==> config.mk <==
export PLATFORM = sky130hd
export DESIGN_NAME = conv3x3_stream_flat
export DESIGN_NICKNAME = d
export VERILOG_FILES = /design/src/rtl/conv_pkg.sv /design/src/rtl/conv3x3_stream_if.sv /design/src/rtl/conv_line_buffer.sv /design/src/rtl/conv3x3_stream.sv /design/src/flat_wrapper.sv
export SDC_FILE = /design/constraint.sdc
export NUM_CORES = 2
export LEC_CHECK = 0
export BUFFER_PORTS_ARGS = -buffer_cell sky130_fd_sc_hd__buf_4
export CELL_PAD_IN_SITES_DETAIL_PLACEMENT = 0
export CELL_PAD_IN_SITES_GLOBAL_PLACEMENT = 1
export CORE_UTILIZATION = 27
export CTS_CLUSTER_DIAMETER = 100
export DETAILED_ROUTE_END_ITERATION = 16
export HOLD_SLACK_MARGIN = 0.06
export PLACE_DENSITY = 0.57
export SLEW_MARGIN = 30
export SYNTH_ARGS = -nofsm -noshare
export SYNTH_HDL_FRONTEND = slang
export SYNTH_SLANG_ARGS = --single-unit
==> constraint.sdc <==
create_clock -name clk -period 6.18 [get_ports clk]
set_clock_uncertainty 0.15 [all_clocks]
set_input_delay 1.545 -clock clk [delete_from_list [all_inputs] [get_ports clk]]
set_output_delay 1.545 -clock clk [all_outputs]
set_load 0.005 [all_outputs]
==> src/rtl/conv_pkg.sv <==
// Shared widths, default geometry and FSM encoding for the streaming 3x3 convolution engine.
package conv_pkg;

  localparam int DEF_WIDTH  = 32;
  localparam int DEF_HEIGHT = 32;
  localparam int DEF_ADDR_W = 10;

  localparam int PIX_W    = 8;
  localparam int COEF_W   = 8;
  localparam int PROD_W   = 17;
  localparam int SUM_W    = 21;
  localparam int OUT_W    = 32;
  localparam int TAPS     = 9;
  localparam int KERNEL_W = TAPS * COEF_W;

  typedef enum logic [1:0] {
    IDLE  = 2'd0,
    FETCH = 2'd1,
    DRAIN = 2'd2,
    DONE  = 2'd3
  } state_t;

  // Row-major coefficient k(a,b) out of the packed 72-bit kernel word.
  function automatic logic signed [COEF_W-1:0] coef_at(input logic [KERNEL_W-1:0] k,
                                                       input int a, input int b);
    return k[(a*3 + b)*COEF_W +: COEF_W];
  endfunction

endpackage

==> src/rtl/conv3x3_stream_if.sv <==
// Input-ROM read port and result stream of the convolution engine.
interface conv3x3_stream_if #(
  parameter int ADDR_W = conv_pkg::DEF_ADDR_W
);
  import conv_pkg::*;

  logic              in_rd;
  logic [ADDR_W-1:0] in_addr;
  logic [PIX_W-1:0]  in_data;
  logic              conv_valid;
  logic [OUT_W-1:0]  pixel_out;

  modport master (
    output in_rd, in_addr, conv_valid, pixel_out,
    input  in_data
  );

  modport slave (
    input  in_rd, in_addr, conv_valid, pixel_out,
    output in_data
  );
endinterface

==> src/rtl/conv_line_buffer.sv <==
// One image row of pixels, indexed by column; asynchronous read, so a same-cycle
// write returns the previous row's value (read-before-write).
module conv_line_buffer #(
  parameter int DEPTH  = 32,
  parameter int DATA_W = 8,
  parameter int AW     = $clog2(DEPTH)
) (
  input  logic              clk,
  input  logic              we,
  input  logic [AW-1:0]     addr,
  input  logic [DATA_W-1:0] wdata,
  output logic [DATA_W-1:0] rdata
);

  logic [DATA_W-1:0] mem [DEPTH];

  assign rdata = mem[addr];

  // NOTE: storage arrays are deliberately not reset; validity comes from the arrival counters.
  always_ff @(posedge clk) begin
    if (we) mem[addr] <= wdata;
  end

endmodule

==> src/rtl/conv3x3_stream.sv <==
// Streaming 3x3 convolution: raster fetch from a synchronous ROM, two line buffers,
// a 3x3 window and a 3-stage multiply/accumulate pipeline.
module conv3x3_stream
  import conv_pkg::*;
#(
  parameter int WIDTH  = DEF_WIDTH,
  parameter int HEIGHT = DEF_HEIGHT,
  parameter int ADDR_W = DEF_ADDR_W
) (
  input  logic                clk,
  input  logic                rstb,
  input  logic                start,
  input  logic                write_ready,
  input  logic [KERNEL_W-1:0] kernel,
  output logic                busy,
  output logic                done,
  conv3x3_stream_if.master    bus
);

  localparam int COL_W = $clog2(WIDTH);
  localparam int ROW_W = $clog2(HEIGHT);
  localparam logic [ADDR_W-1:0] LAST_ADDR = ADDR_W'(WIDTH*HEIGHT - 1);
  localparam logic [COL_W-1:0]  LAST_COL  = COL_W'(WIDTH - 1);
  localparam logic [ROW_W-1:0]  LAST_ROW  = ROW_W'(HEIGHT - 1);

  state_t              state, state_next;
  logic                accept;
  logic [ADDR_W-1:0]   addr;
  logic                rd_valid;
  logic [COL_W-1:0]    col;
  logic [ROW_W-1:0]    row;
  logic [PIX_W-1:0]    lb0_rd, lb1_rd;
  logic [PIX_W-1:0]    win  [3][3];
  logic signed [COEF_W-1:0] coef [3][3];
  logic signed [PROD_W-1:0] prod [3][3];
  logic signed [SUM_W-1:0]  sum;
  logic                v1, v2;

  assign accept = (state == IDLE) && start && write_ready;

  // NOTE: sequential state uses non-blocking assignments so every register samples pre-edge values.
  always_ff @(posedge clk or negedge rstb) begin
    if (!rstb) state <= IDLE;
    else       state <= state_next;
  end

  // NOTE: every output of this block gets a default first, so no path can infer a latch.
  always_comb begin
    state_next = state;
    busy       = 1'b0;
    done       = 1'b0;
    bus.in_rd  = 1'b0;
    unique case (state)
      IDLE:  if (accept) state_next = FETCH;
      FETCH: begin
        busy      = 1'b1;
        bus.in_rd = 1'b1;
        if (addr == LAST_ADDR) state_next = DRAIN;
      end
      DRAIN: begin
        busy = 1'b1;
        // Pipeline empty once the last arrival has left stage 2.
        if (!rd_valid && !v1 && !v2) state_next = DONE;
      end
      DONE: begin
        done       = 1'b1;
        state_next = IDLE;
      end
      default: state_next = IDLE;
    endcase
  end

  assign bus.in_addr = addr;

  always_ff @(posedge clk or negedge rstb) begin
    if (!rstb) begin
      addr     <= '0;
      rd_valid <= 1'b0;
      col      <= '0;
      row      <= '0;
    end else begin
      rd_valid <= (state == FETCH);
      if (accept)                addr <= '0;
      else if (state == FETCH)   addr <= (addr == LAST_ADDR) ? '0 : addr + 1'b1;
      if (accept) begin
        col <= '0;
        row <= '0;
      end else if (rd_valid) begin
        if (col == LAST_COL) begin
          col <= '0;
          row <= (row == LAST_ROW) ? '0 : row + 1'b1;
        end else begin
          col <= col + 1'b1;
        end
      end
    end
  end

  always_ff @(posedge clk) begin
    if (accept) begin
      for (int a = 0; a < 3; a++)
        for (int b = 0; b < 3; b++)
          coef[a][b] <= coef_at(kernel, a, b);
    end
  end

  // lb1 holds row r-1, lb0 row r-2; each arrival ages the column by one row.
  conv_line_buffer #(.DEPTH(WIDTH), .DATA_W(PIX_W)) u_lb0 (
    .clk   (clk),
    .we    (rd_valid),
    .addr  (col),
    .wdata (lb1_rd),
    .rdata (lb0_rd)
  );

  conv_line_buffer #(.DEPTH(WIDTH), .DATA_W(PIX_W)) u_lb1 (
    .clk   (clk),
    .we    (rd_valid),
    .addr  (col),
    .wdata (bus.in_data),
    .rdata (lb1_rd)
  );

  // Stage 1: window shifts left; column 2 is the newest, row 2 the current image row.
  always_ff @(posedge clk) begin
    if (rd_valid) begin
      for (int r = 0; r < 3; r++)
        for (int c = 0; c < 2; c++)
          win[r][c] <= win[r][c+1];
      win[0][2] <= lb0_rd;
      win[1][2] <= lb1_rd;
      win[2][2] <= bus.in_data;
    end
  end

  // Stage 2: unsigned pixel promoted to signed before the multiply.
  always_ff @(posedge clk) begin
    if (v1) begin
      for (int a = 0; a < 3; a++)
        for (int b = 0; b < 3; b++)
          prod[a][b] <= PROD_W'($signed({1'b0, win[a][b]})) * PROD_W'(coef[a][b]);
    end
  end

  always_comb begin
    sum = '0;
    for (int a = 0; a < 3; a++)
      for (int b = 0; b < 3; b++)
        sum = sum + SUM_W'(prod[a][b]);
  end

  // Stage 3 and the validity pipe; pixel_out holds between pulses.
  always_ff @(posedge clk or negedge rstb) begin
    if (!rstb) begin
      v1             <= 1'b0;
      v2             <= 1'b0;
      bus.conv_valid <= 1'b0;
      bus.pixel_out  <= '0;
    end else begin
      v1             <= rd_valid && (row >= ROW_W'(2)) && (col >= COL_W'(2));
      v2             <= v1;
      bus.conv_valid <= v2;
      if (v2) bus.pixel_out <= OUT_W'(sum);
    end
  end

endmodule

==> src/flat_wrapper.sv <==
// flat-port wrapper written by rule: the top's interface ports become plain ports
module conv3x3_stream_flat import conv_pkg::*;
#(
  parameter int WIDTH  = DEF_WIDTH,
  parameter int HEIGHT = DEF_HEIGHT,
  parameter int ADDR_W = DEF_ADDR_W
)
  (clk, rstb, start, write_ready, kernel, busy, done, bus_in_rd, bus_in_addr, bus_conv_valid, bus_pixel_out, bus_in_data);
  conv3x3_stream_if #(.ADDR_W(ADDR_W)) bus_i ();
  input  logic clk;
  input  logic rstb;
  input  logic start;
  input  logic write_ready;
  input  logic [KERNEL_W-1:0] kernel;
  output logic busy;
  output logic done;
  output wire logic [$bits(bus_i.in_rd)-1:0] bus_in_rd;
  output wire logic [$bits(bus_i.in_addr)-1:0] bus_in_addr;
  output wire logic [$bits(bus_i.conv_valid)-1:0] bus_conv_valid;
  output wire logic [$bits(bus_i.pixel_out)-1:0] bus_pixel_out;
  input wire logic [$bits(bus_i.in_data)-1:0] bus_in_data;
  assign bus_in_rd = bus_i.in_rd;
  assign bus_in_addr = bus_i.in_addr;
  assign bus_conv_valid = bus_i.conv_valid;
  assign bus_pixel_out = bus_i.pixel_out;
  assign bus_i.in_data = bus_in_data;
  conv3x3_stream #(.WIDTH(WIDTH), .HEIGHT(HEIGHT), .ADDR_W(ADDR_W)) u_core (.clk(clk), .rstb(rstb), .start(start), .write_ready(write_ready), .kernel(kernel), .busy(busy), .done(done), .bus(bus_i));
endmodule
==> metrics <==
RePlAce Congestion=0.7974; type of origin of the critical path=flip-flop; Crit Path Class=flip-flop to flip-flop; Synth Net Count=5089; Num CTS Buffers=104; Hold Violations, Final=0; Rows=between 150 and 200; Pins Over Slew Limit=0; Cell Area, Placed=approximately 60000 um^2; ys async rst share=under 10%; post-synth cell types=73; clock latency on the worst-skew pair=around 760 ps; initial core utilization=27.25%; Post-Synthesis Cells=4121; MaxCap Viol Count=0; first-pass GRT wire length=between 200000 and 250000 um; Total GRT Usage=between 10% and 20%; worst hold path class=flip-flop to flip-flop; Worst path top cell family by delay=adder cells; area grow syn2layout=16.31%; Core Area=~200000 um^2; max_slew headroom=37.21%; die height=around 450 um; unrepaired setup endpoints after global routing=true; synth cell count leaders=edfxtp_1, inv_1, fa_1; Filler cells=slightly above 20000; grt ovf=0; vias in the first global route=33743; Initial DRC Count=1865; # IOs=130; number of clock sinks=856; htree depth=3; r2r setup slk=-110 ps; CTS tree=yes; Synth Register Bits=856; Largest stage delay, worst path=500 ps; Crit-path slowest cell=fa_1; most instantiated library cell after synthesis=edfxtp_1; Yosys top cell area share=between 40% and 50%; hpwl dp=just under 100000 um; pin count of the biggest net entering global routing=83; hold_buf cts=0; input/output buffers=129; sequential area share after synthesis=a little under half; setup violators final=4; crit-path max FO=4; Post-synth EDFFs=roughly 810; most frequent CP cell=fa_1; Req. time, crit path=6600 ps; nets=between 5000 and 6000; Critical Path End Type=flip-flop; syn avg cell area=~13 um^2; Chip Width=451.6 um; Residual DRC=0; final instance area=roughly 63000 um^2; initial antenna violation count=6; Clk pin slew, worst setup/hold paths=roughly 50 ps; maximum buffer depth of the clock tree=3; iteration count of the initial detailed-routing pass=5; Main synth FF type=edfxtp_1; Yosys warnings=0; Min Hold Slack=about 340 ps; routed vias=between 30000 and 40000; largest area contributor in the netlist=edfxtp_1; fin crit period=about 6300 ps; Die ar.=between 200000 and 250000 um^2; drt via density=4.440; CTS root buf=clkbuf_16; layout cells sized above 1=between 10% and 20%; Synth Cell Area=around 55000 um^2; Cell Chain, Critical Path=fa_1 -> ha_2 -> inv_2 -> fa_2 -> nor2b_1 -> o31a_1 -> o31a_1 -> or2_1 -> a211o_1 -> o311ai_2 -> fa_1 -> inv_2 -> fa_1 -> fa_2 -> fa_1 -> inv_2 -> ha_4 -> nand4_1 -> nor3_2 -> o2111ai_1 -> and3_4 -> a211o_1 -> a211o_1; Area contributors post-synth=edfxtp_1, fa_1, ha_1; Detailed Route WL=between 100000 and 150000 um; PnR worst setup slack=-112.8 ps; worst path bufs/invs=3; fmax=about 0.16 GHz; Antenna Nets Post-Route=0; routed len/inst=18.79 um; Tcrit/Tclk final=101.8%; status=complete, but fails checks; worst path arrival time=approximately 6700 ps; Worst-Margin Slew=941.9 ps; failing checks=negative setup slack
-- cells in the final DEF (no fill, tap or decap), types with 104 or more instances in the layout --
cell type / count
edfxtp_1: 809
and2_1: 316
buf_4: 257
ha_1: 427
inv_1: 638
nand2_1: 260
mux4_2: 128
clkbuf_16: 104
nor2_1: 160
fa_1: 439
-- sequential cells by signal, summed over array words and instances (netlist names), 10 cells and up --
signal,cells
u_core.coef,72
u_core.prod,153
u_core.u_lb0.mem,256
u_core.bus.pixel_out,21
u_core.bus.in_addr,10
u_core.u_lb1.mem,256
u_core.win,72
-- repair_timing --
action                     4_1_cts  5_1_grt
setup endpoints to repair        9       12
pin swaps                       23       39
gates resized for setup         43       46
setup buffers                    3        9
-- area by class of cell --
type	instances	area, um^2	share of cell area, %
multi-input cells	2549	26780	42.19
repair buffers	267	2059	3.245
flip-flops and latches	856	25480	40.15
clock inverters	60	680.7	1.072
diodes	2	5.005	0.007885
clock buffers	129	2726	4.295
inverters	643	2414	3.803
well taps	2656	3323	5.236
-- worst register-to-register path: stages, from the launching register on --
cell       delay [ps]
edfxtp_1          390
fa_1              490
ha_2              200
inv_2              60
fa_2              200
nor2b_1            50
o31a_1            260
o31a_1            270
or2_1             260
a211o_1           280
o311ai_2          100
fa_1              480
inv_2              70
fa_1              450
fa_2              460
fa_1              500
inv_2              50
ha_4              300
nand4_1           130
nor3_2            170
o2111ai_1         140
and3_4            220
a211o_1           260
a211o_1           220
-- through the flow --
step	setup WS [ps]	utilization [%]	instances	setup TNS, ps
4_1_cts	-136.3	31.55	7152	-343.6
3_5_place_dp	-325.4	29.73	6960	-1614
6_report	-112.8	31.69	7162	-260.4
5_1_grt	-374.8	31.69	7162	-2406
2_1_floorplan	12.14	-	4121	0
3_3_place_gp	-283.5	29.73	6960	-1383
-- cell families (layout without fill, tap and decap cells) --
group           count (synthesis)  after routing  share of synthesized area, %
compound gates                411            411                         5.145
xor+xnor                      108            108                         1.733
fa+ha+maj                     884            884                         26.38
buf+inv                       716           1099                         5.051
flops                         856            856                         46.67
mux                           141            141                         5.542
other cells                     0              2                             0
simple gates                 1005           1005                         9.479
-- final timing paths --
path	cells past startpoint	to	startpoint
worst max-delay path	23	u_core.bus.pixel_out[20]	u_core.prod[0][1]
worst min-delay path	2	u_core.bus.pixel_out[19]	u_core.bus.pixel_out[19]
worst max register to register	23	u_core.bus.pixel_out[20]	u_core.prod[0][1]
worst min register to register	2	u_core.bus.pixel_out[19]	u_core.bus.pixel_out[19]
max in group asynchronous	1	u_core.rd_valid	rstb
min in group asynchronous	1	u_core.bus.pixel_out[0]	rstb
-- metal layers --
metal	vias to the layer above	share of wire [%]	wire, um	track usage (%)
li1	14916	-	-	-
met1	16275	46	61300	17.70
met2	451	49	65570	22.37
met3	154	3.3	4411	1.843
met4	0	2.5	3302	3.660
met5	-	0	0	0
Power is left out: the tool's default activity adds up to more than one toggle a clock period on the data nets, which glitch-free logic cannot reach.
